File: config.mk
export PLATFORM = sky130hd
export DESIGN_NAME = hsaf_mse_monitor_flat
export DESIGN_NICKNAME = d
export VERILOG_FILES = /design/src/rtl/hsaf_pkg.sv /design/src/rtl/hsaf_mse_monitor_if.sv /design/src/rtl/hsaf_err_square.sv /design/src/rtl/hsaf_mse_monitor.sv /design/src/flat_wrapper.sv
export SDC_FILE = /design/constraint.sdc
export NUM_CORES = 1
export LEC_CHECK = 0
export ABC_AREA = 0
export BUFFER_PORTS_ARGS = -buffer_cell sky130_fd_sc_hd__clkbuf_2
export CORE_MARGIN = 3
export CORE_UTILIZATION = 40
export CTS_CLUSTER_DIAMETER = 200
export DETAILED_ROUTE_END_ITERATION = 10
export PLACE_DENSITY = 0.64
export SLEW_MARGIN = 5
export SYNTH_ARGS = -nofsm -noshare
export SYNTH_HDL_FRONTEND = slang
export SYNTH_SLANG_ARGS = --single-unit
File: constraint.sdc
create_clock -name clk -period 7.8 [get_ports clk]
set_input_delay 0.78 -clock clk [delete_from_list [all_inputs] [get_ports clk]]
set_output_delay 0.78 -clock clk [all_outputs]
set_load 0.005 [all_outputs]
File: src/rtl/hsaf_pkg.sv
// +----------------------------------------------------------------------------+
// | hsaf_pkg: shared state encodings and default thresholds for the MSE monitor |
// | Rev 1.0                                                                     |
// +----------------------------------------------------------------------------+
`default_nettype none

package hsaf_pkg;

  localparam logic [1:0] c_st_idle      = 2'd0;
  localparam logic [1:0] c_st_train     = 2'd1;
  localparam logic [1:0] c_st_converged = 2'd2;
  localparam logic [1:0] c_st_diverged  = 2'd3;

  localparam int c_def_conv_th = 8;
  localparam int c_def_rel_th  = 32;
  localparam int c_def_div_th  = 4096;
  localparam int c_def_hold    = 4;

endpackage

`default_nettype wire

File: src/rtl/hsaf_mse_monitor_if.sv
// +----------------------------------------------------------------------------+
// | hsaf_mse_monitor_if: error-sample stream in, MSE/convergence status out.    |
// | Optional HSAF_MSE_PEAK_EN adds peak_abs_err. Rev 1.0                        |
// +----------------------------------------------------------------------------+
`default_nettype none

interface hsaf_mse_monitor_if #(
  parameter int WIDTH = 16
);
  logic             sample_en;
  logic [WIDTH-1:0] error_in;
  logic [WIDTH-1:0] mse_out;
  logic             mse_valid;
  logic [1:0]       state_out;
  logic             converged;
  logic             diverged;
  logic [15:0]      win_count;
`ifdef HSAF_MSE_PEAK_EN
  logic [WIDTH-1:0] peak_abs_err;
`endif

`ifdef HSAF_MSE_PEAK_EN
  modport master (output sample_en, error_in,
                  input  mse_out, mse_valid, state_out, converged, diverged, win_count, peak_abs_err);
  modport slave  (input  sample_en, error_in,
                  output mse_out, mse_valid, state_out, converged, diverged, win_count, peak_abs_err);
`else
  modport master (output sample_en, error_in,
                  input  mse_out, mse_valid, state_out, converged, diverged, win_count);
  modport slave  (input  sample_en, error_in,
                  output mse_out, mse_valid, state_out, converged, diverged, win_count);
`endif
endinterface

`default_nettype wire

File: src/rtl/hsaf_err_square.sv
// +----------------------------------------------------------------------------+
// | hsaf_err_square: two-stage pipeline, S1 captures the sample, S2 holds the   |
// | rounded, unsigned-saturated square in Q.QP. Rev 1.0                         |
// +----------------------------------------------------------------------------+
`default_nettype none

module hsaf_err_square #(
  parameter int WIDTH = 16,
  parameter int QP    = 12
) (
  input  logic             clk,
  input  logic             reset,
  input  logic             flush,
  input  logic             in_vld,
  input  logic [WIDTH-1:0] in_err,
  output logic             sq_vld,
  output logic [WIDTH-1:0] sq
);

  localparam logic [2*WIDTH-1:0] c_half = {{(2*WIDTH-1){1'b0}}, 1'b1} << (QP - 1);

  logic                      r_s1_vld;
  logic signed [WIDTH-1:0]   r_s1_err;
  logic                      r_s2_vld;
  logic [WIDTH-1:0]          r_s2_sq;
  logic signed [2*WIDTH-1:0] w_prod;
  logic [2*WIDTH-1:0]        w_scaled;
  logic [WIDTH-1:0]          w_sat;

  assign w_prod   = r_s1_err * r_s1_err;
  assign w_scaled = ($unsigned(w_prod) + c_half) >> QP;
  assign w_sat    = (|w_scaled[2*WIDTH-1:WIDTH]) ? {WIDTH{1'b1}} : w_scaled[WIDTH-1:0];

  always_ff @(posedge clk or negedge reset) begin
    if (!reset) begin
      r_s1_vld <= 1'b0;
      r_s1_err <= '0;
      r_s2_vld <= 1'b0;
      r_s2_sq  <= '0;
    end else if (flush) begin
      r_s1_vld <= 1'b0;
      r_s1_err <= '0;
      r_s2_vld <= 1'b0;
      r_s2_sq  <= '0;
    end else begin
      r_s1_vld <= in_vld;
      r_s1_err <= in_err;
      r_s2_vld <= r_s1_vld;
      r_s2_sq  <= w_sat;
    end
  end

  assign sq_vld = r_s2_vld;
  assign sq     = r_s2_sq;

endmodule

`default_nettype wire

File: src/rtl/hsaf_mse_monitor.sv
// +----------------------------------------------------------------------------+
// | hsaf_mse_monitor: block MSE over 2^WIN_LOG2 error samples plus convergence  |
// | FSM. Define HSAF_MSE_PEAK_EN to add peak_abs_err. Rev 1.0                   |
// +----------------------------------------------------------------------------+
`default_nettype none

module hsaf_mse_monitor
  import hsaf_pkg::*;
#(
  parameter int               WIDTH    = 16,
  parameter int               QP       = 12,
  parameter int               WIN_LOG2 = 6,
  parameter logic [WIDTH-1:0] CONV_TH  = WIDTH'(c_def_conv_th),
  parameter logic [WIDTH-1:0] REL_TH   = WIDTH'(c_def_rel_th),
  parameter logic [WIDTH-1:0] DIV_TH   = WIDTH'(c_def_div_th),
  parameter int               HOLD     = c_def_hold
) (
  input  logic              clk,
  input  logic              reset,
  input  logic              enable,
  input  logic              clear,
  hsaf_mse_monitor_if.slave bus
);

  localparam int c_gw = $clog2(HOLD + 1);

  logic                      w_flush;
  logic                      w_sq_vld;
  logic [WIDTH-1:0]          w_sq;
  logic [WIDTH+WIN_LOG2-1:0] r_acc;
  logic [WIDTH+WIN_LOG2-1:0] w_sum;
  logic [WIN_LOG2-1:0]       r_cnt;
  logic                      w_win_done;
  logic [WIDTH-1:0]          w_mse_new;
  logic [WIDTH-1:0]          r_mse;
  logic                      r_mse_valid;
  logic [15:0]               r_win_count;
  logic [1:0]                r_state;
  logic [1:0]                w_state_nx;
  logic [c_gw-1:0]           r_good;
  logic [c_gw-1:0]           w_good_nx;
  logic [c_gw-1:0]           w_good_inc;
  logic [1:0]                w_state_out;
  logic                      w_converged;
  logic                      w_diverged;

  assign w_flush = !enable || clear;

  hsaf_err_square #(
    .WIDTH (WIDTH),
    .QP    (QP)
  ) u_square (
    .clk    (clk),
    .reset  (reset),
    .flush  (w_flush),
    .in_vld (bus.sample_en),
    .in_err (bus.error_in),
    .sq_vld (w_sq_vld),
    .sq     (w_sq)
  );

  assign w_sum      = r_acc + {{WIN_LOG2{1'b0}}, w_sq};
  assign w_mse_new  = w_sum[WIDTH+WIN_LOG2-1:WIN_LOG2];
  assign w_win_done = w_sq_vld && (r_cnt == {WIN_LOG2{1'b1}});

  // mse_out and the peak are deliberately not cleared by enable/clear: they hold the last window
  always_ff @(posedge clk or negedge reset) begin
    if (!reset) begin
      r_acc       <= '0;
      r_cnt       <= '0;
      r_mse       <= '0;
      r_mse_valid <= 1'b0;
      r_win_count <= '0;
    end else if (!enable) begin
      r_acc       <= '0;
      r_cnt       <= '0;
      r_mse_valid <= 1'b0;
      r_win_count <= '0;
    end else if (clear) begin
      r_acc       <= '0;
      r_cnt       <= '0;
      r_mse_valid <= 1'b0;
    end else if (w_win_done) begin
      r_acc       <= '0;
      r_cnt       <= '0;
      r_mse       <= w_mse_new;
      r_mse_valid <= 1'b1;
      if (r_win_count != 16'hFFFF) r_win_count <= r_win_count + 16'd1;
    end else if (w_sq_vld) begin
      r_acc       <= w_sum;
      r_cnt       <= r_cnt + WIN_LOG2'(1);
      r_mse_valid <= 1'b0;
    end else begin
      r_mse_valid <= 1'b0;
    end
  end

  always_ff @(posedge clk or negedge reset) begin
    if (!reset) begin
      r_state <= c_st_idle;
      r_good  <= '0;
    end else begin
      r_state <= w_state_nx;
      r_good  <= w_good_nx;
    end
  end

  assign w_good_inc = r_good + c_gw'(1);

  always_comb begin
    w_state_nx = r_state;
    w_good_nx  = r_good;
    if (!enable) begin
      w_state_nx = c_st_idle;
      w_good_nx  = '0;
    end else if (clear) begin
      w_state_nx = c_st_train;
      w_good_nx  = '0;
    end else begin
      case (r_state)
        c_st_idle: w_state_nx = c_st_train;
        c_st_train: begin
          if (w_win_done) begin
            if (w_mse_new >= DIV_TH) begin
              w_state_nx = c_st_diverged;
              w_good_nx  = '0;
            end else if (w_mse_new <= CONV_TH) begin
              if (w_good_inc == c_gw'(HOLD)) begin
                w_state_nx = c_st_converged;
                w_good_nx  = '0;
              end else begin
                w_good_nx = w_good_inc;
              end
            end else begin
              w_good_nx = '0;
            end
          end
        end
        c_st_converged: begin
          if (w_win_done) begin
            if (w_mse_new >= DIV_TH) begin
              w_state_nx = c_st_diverged;
            end else if (w_mse_new > REL_TH) begin
              w_state_nx = c_st_train;
              w_good_nx  = '0;
            end
          end
        end
        default: w_state_nx = c_st_diverged;
      endcase
    end
  end

  always_comb begin
    w_state_out = r_state;
    w_converged = (r_state == c_st_converged);
    w_diverged  = (r_state == c_st_diverged);
  end

  assign bus.mse_out   = r_mse;
  assign bus.mse_valid = r_mse_valid;
  assign bus.state_out = w_state_out;
  assign bus.converged = w_converged;
  assign bus.diverged  = w_diverged;
  assign bus.win_count = r_win_count;

`ifdef HSAF_MSE_PEAK_EN
  localparam logic [WIDTH-1:0] c_max_pos = {1'b0, {(WIDTH-1){1'b1}}};
  localparam logic [WIDTH-1:0] c_min_neg = {1'b1, {(WIDTH-1){1'b0}}};

  logic [WIDTH-1:0] w_abs;
  logic [WIDTH-1:0] r_abs1;
  logic [WIDTH-1:0] r_abs2;
  logic [WIDTH-1:0] r_peak_run;
  logic [WIDTH-1:0] r_peak;
  logic [WIDTH-1:0] w_peak_now;

  always_comb begin
    w_abs = bus.error_in;
    if (bus.error_in == c_min_neg)   w_abs = c_max_pos;
    else if (bus.error_in[WIDTH-1]) w_abs = {WIDTH{1'b0}} - bus.error_in;
  end

  assign w_peak_now = (r_abs2 > r_peak_run) ? r_abs2 : r_peak_run;

  // abs pipeline mirrors the squaring stages so the peak closes with the same window
  always_ff @(posedge clk or negedge reset) begin
    if (!reset) begin
      r_abs1     <= '0;
      r_abs2     <= '0;
      r_peak_run <= '0;
      r_peak     <= '0;
    end else if (w_flush) begin
      r_abs1     <= '0;
      r_abs2     <= '0;
      r_peak_run <= '0;
    end else begin
      r_abs1 <= bus.sample_en ? w_abs : '0;
      r_abs2 <= r_abs1;
      if (w_win_done) begin
        r_peak     <= w_peak_now;
        r_peak_run <= '0;
      end else if (w_sq_vld) begin
        r_peak_run <= w_peak_now;
      end
    end
  end

  assign bus.peak_abs_err = r_peak;
`endif

endmodule

`default_nettype wire

File: src/flat_wrapper.sv
// flat-port wrapper written by rule: the top's interface ports become plain ports
module hsaf_mse_monitor_flat import hsaf_pkg::*;
#(
  parameter int               WIDTH    = 16,
  parameter int               QP       = 12,
  parameter int               WIN_LOG2 = 6,
  parameter logic [WIDTH-1:0] CONV_TH  = WIDTH'(c_def_conv_th),
  parameter logic [WIDTH-1:0] REL_TH   = WIDTH'(c_def_rel_th),
  parameter logic [WIDTH-1:0] DIV_TH   = WIDTH'(c_def_div_th),
  parameter int               HOLD     = c_def_hold
)
  (clk, reset, enable, clear, bus_sample_en, bus_error_in, bus_mse_out, bus_mse_valid, bus_state_out, bus_converged, bus_diverged, bus_win_count);
  hsaf_mse_monitor_if #(.WIDTH(WIDTH)) bus_i ();
  input  logic clk;
  input  logic reset;
  input  logic enable;
  input  logic clear;
  input wire logic [$bits(bus_i.sample_en)-1:0] bus_sample_en;
  input wire logic [$bits(bus_i.error_in)-1:0] bus_error_in;
  output wire logic [$bits(bus_i.mse_out)-1:0] bus_mse_out;
  output wire logic [$bits(bus_i.mse_valid)-1:0] bus_mse_valid;
  output wire logic [$bits(bus_i.state_out)-1:0] bus_state_out;
  output wire logic [$bits(bus_i.converged)-1:0] bus_converged;
  output wire logic [$bits(bus_i.diverged)-1:0] bus_diverged;
  output wire logic [$bits(bus_i.win_count)-1:0] bus_win_count;
  assign bus_i.sample_en = bus_sample_en;
  assign bus_i.error_in = bus_error_in;
  assign bus_mse_out = bus_i.mse_out;
  assign bus_mse_valid = bus_i.mse_valid;
  assign bus_state_out = bus_i.state_out;
  assign bus_converged = bus_i.converged;
  assign bus_diverged = bus_i.diverged;
  assign bus_win_count = bus_i.win_count;
  hsaf_mse_monitor #(.WIDTH(WIDTH), .QP(QP), .WIN_LOG2(WIN_LOG2), .CONV_TH(CONV_TH), .REL_TH(REL_TH), .DIV_TH(DIV_TH), .HOLD(HOLD)) u_core (.clk(clk), .reset(reset), .enable(enable), .clear(clear), .bus(bus_i));
endmodule
==> flow_summary_export.csv <==
group,metric,value,unit
run_status,status,"complete, no violations",
detailed_routing,vias,10100,
synthesis,synth_top_family_by_area,"adder cells",
synthesis,synth_xor_area_frac,0.0413,
placement,gp_congestion,0.862,
detailed_routing,wl_per_cell,15.0,µm
die,num_rows,68,
clock_network,cts_buffers,9,
clock_network,clockRootBuffer,"clkbuf_16",
timing,slew_headroom,0.366,
placement,port_buffers,57,
timing,finalSetupViolCount,0,
critical_path,setup.worst_path.class,"reg2reg",
grt,grt_max_degree,77,
power_and_ir_drop,ir_worst_vdd,0.203,mV
critical_path,r2r_slack,520,ps
synthesis,yosysWarnings,0,
synthesis,synth_edf_count,0,
detailed_routing,post_drt_via_cell_ratio,5.06,
timing,fmax,137,MHz
critical_path,startpoint_type,"flip-flop",
synthesis,synthesis.area,14200,µm²
detailed_routing,routed_wl,30.1,mm
timing,finalCriticalPeriod,7280,ps
power_and_ir_drop,leakage,8.10,nW
min_path,hold_class,"in2async",
die,die_h,195,µm
die,dieArea,37800,µm²
cells_and_area,fin_nets,1915,
synthesis,synthTopCellsByArea,"fa_1 33%, dfrtp_1 18%, ha_1 10%",
detailed_routing,antenna_left,0,
timing,tightest_slew,952,ps
synthesis,synth_mux_area_frac,0.0132,
clock_network,post-cts-setup-buffers,0,
grt,grt_pass1_vias,11100,
synthesis,ys_ff_latch,100,
synthesis,synth_nets,1880,
critical_path,end_kind,"flip-flop",
critical_path,worstPathRequired,8060,ps
critical_path,ff2ff_path_depth,23,
placement,dpl-instance-area,15000,µm²
job,maxCapViolations,0,
power_and_ir_drop,p_total,0.00153,W
die,start_util,0.408,
clock_network,insertion_delay,380,ps
timing,hold_viol_final,0,
cells_and_area,areaGrowthSynthToFinish,7.66,%
placement,hpwl,24.6,mm
synthesis,async_reset_ff_frac,1.00,
grt,grt.total_usage,0.171,
critical_path,cp-startpoint,"u_core.u_square.r_s1_err[8]",
clock_network,clock_sinks,100,
power_and_ir_drop,power_density,100,nW/µm²
synthesis,synthAdderAreaFrac,0.431,
timing,skew,15.1,ps
synthesis,synth.most_common_cell,"inv_1",
synthesis,syn_avg_cell_area,9.41,µm²
synthesis,synth_top_area_frac,0.331,
synthesis,yosys.area.top_type,"fa_1",
synthesis,yosysSeqAreaShare,0.176,
detailed_routing,drt_pass1_iterations,5,
critical_path,endpoint,"u_core.u_square.sq[9]",
timing,slew_violations,0,
cells_and_area,antenna_cells,0,
timing,setup_tns,0,ps
clock_network,clockBufferDepth,2,
clock_network,clk_pin_slew_worst_paths,80,ps
synthesis,synth_compound_area_frac,0.103,
grt,antenna_found_initial,0,
synthesis,synth_common_cells,"371 x inv_1, 235 x fa_1, 118 x nand2_1",
grt,overflow,0,
clock_network,cts_hold_buf,0,
clock_network,cts_resized,0,
detailed_routing,drcViolationCount,0,
critical_path,worstReg2RegStart,"u_core.u_square.r_s1_err[8]",
timing,rsz0062_at_grt,"no",
detailed_routing,first_iter_violations,491,
cells_and_area,drive_above_1_share,0.0781,
synthesis,synth_cell_type_count,73,
critical_path,path_max_fanout,16,
clock_network,cts_tree,"built",
timing,finalCritPeriodShare,0.933,
critical_path,arrival,7540,ps
die,die_w,195,µm
die,io_pins,58,
synthesis,synthCells,1510,
grt,grt_first_pass_wirelength,53.1,mm
cells_and_area,stdcell_area,15300,µm²
die,coreArea,34800,µm²
critical_path,reg2reg_to,"u_core.u_square.sq[9]",
clock_network,htree_levels,3,
synthesis,ys.flop_type,"dfrtp_1",
synthesis,synth_simple_gate_area_frac,0.123,
-- registers in the layout, summed over array words and instances (netlist names), 2 cells and up --
register / count
u_core.u_square.r_s1_err: 16
u_core.bus.win_count: 16
u_core.r_good: 3
u_core.r_cnt: 6
u_core.bus.mse_out: 16
u_core.bus.state_out: 2
u_core.r_acc: 22
u_core.u_square.sq: 16
-- logic make-up (layout without fill, tap and decap cells) --
kind of cell,Yosys count,after routing
AND/OR/NAND/NOR,352,352
AO/OA/AOI/OAI,205,205
buffers and inverters,420,460
flip-flops,100,100
XOR/XNOR,67,67
multiplexers,17,17
adder cells (fa/ha/maj),349,349
-- cells in the final DEF, fill, tap and decap left out, drive strengths merged, types with 9 or more instances in the layout --
master	instances
mux2	11
nand3	28
o21a	24
a21oi	35
clkbuf	65
ha	114
and3	14
dfrtp	100
o211ai	10
a211oi	9
nand2	119
o21ai	37
xnor2	46
nand4	10
nor2	63
a21o	25
fa	235
nor3	9
and2	72
xor2	21
a22o	12
inv	376
buf	17
-- metrics by stage --
| step | utilization | setup slack, ps | hold WS [ps] | instances |
|---|---|---|---|---|
| floorplan | - | 1020 | 428 | 1510 |
| global placement | 0.431 | 751 | 437 | 1989 |
| CTS | 0.440 | 522 | 323 | 2005 |
| global route | 0.440 | 123 | 347 | 2005 |
| finish | 0.440 | 522 | 321 | 2005 |
| detailed placement | 0.431 | 555 | 448 | 1989 |
-- area by class of cell --
class | instances | area (µm²)
Timing Repair Buffer | 73 | 408
Tap cell | 455 | 569
Multi-Input combinational cell | 990 | 10100
Clock buffer | 9 | 225
Fill cell | 3352 | 19500
Inverter | 371 | 1390
Sequential cell | 100 | 2500
Clock inverter | 7 | 86.3
-- metal layers --
metal,global-route usage,wire length (µm)
met4,0.0492,612
met2,0.301,15200
met5,0,0
met3,0.0251,1180
met1,0.219,13100
-- critical path, cell delays in order (launching register included) --
cell and delay (ps):
dfrtp_1 660, nand2_1 180, fa_1 540, inv_1 50, fa_1 470, inv_1 50, fa_1 470, fa_1 490
inv_1 50, fa_1 530, inv_1 60, fa_1 530, inv_1 40, ha_1 330, a21o_1 200, a21o_1 190
a21o_1 180, a31o_2 250, a221o_1 420, a2111oi_2 390, nor3_1 120, o21ai_0 240, nand4_2 420, o21a_1 320
-- worst min-delay path by stage --
stage                                   from                           to  slack, ps  cells past startpoint
finish                                 reset  u_core.u_square.r_s1_err[4]        320                      1
global route                           reset      u_core.bus.win_count[5]        350                      1
CTS                                    reset  u_core.u_square.r_s1_err[4]        320                      1
detailed placement  u_core.u_square.r_s1_vld       u_core.u_square.sq_vld        450                      1
global placement    u_core.u_square.r_s1_vld       u_core.u_square.sq_vld        440                      1
floorplan           u_core.u_square.r_s1_vld       u_core.u_square.sq_vld        430                      1
-- power by group --
group	switching (W)	internal, W	leakage, nW
clock	0.000249	0.000234	0.153
combinational	0.000301	0.000192	6.59
sequential	0.0000221	0.000536	1.36
total	0.000572	0.000961	8.10
Note: power is estimated with default switching activity, not from simulation.
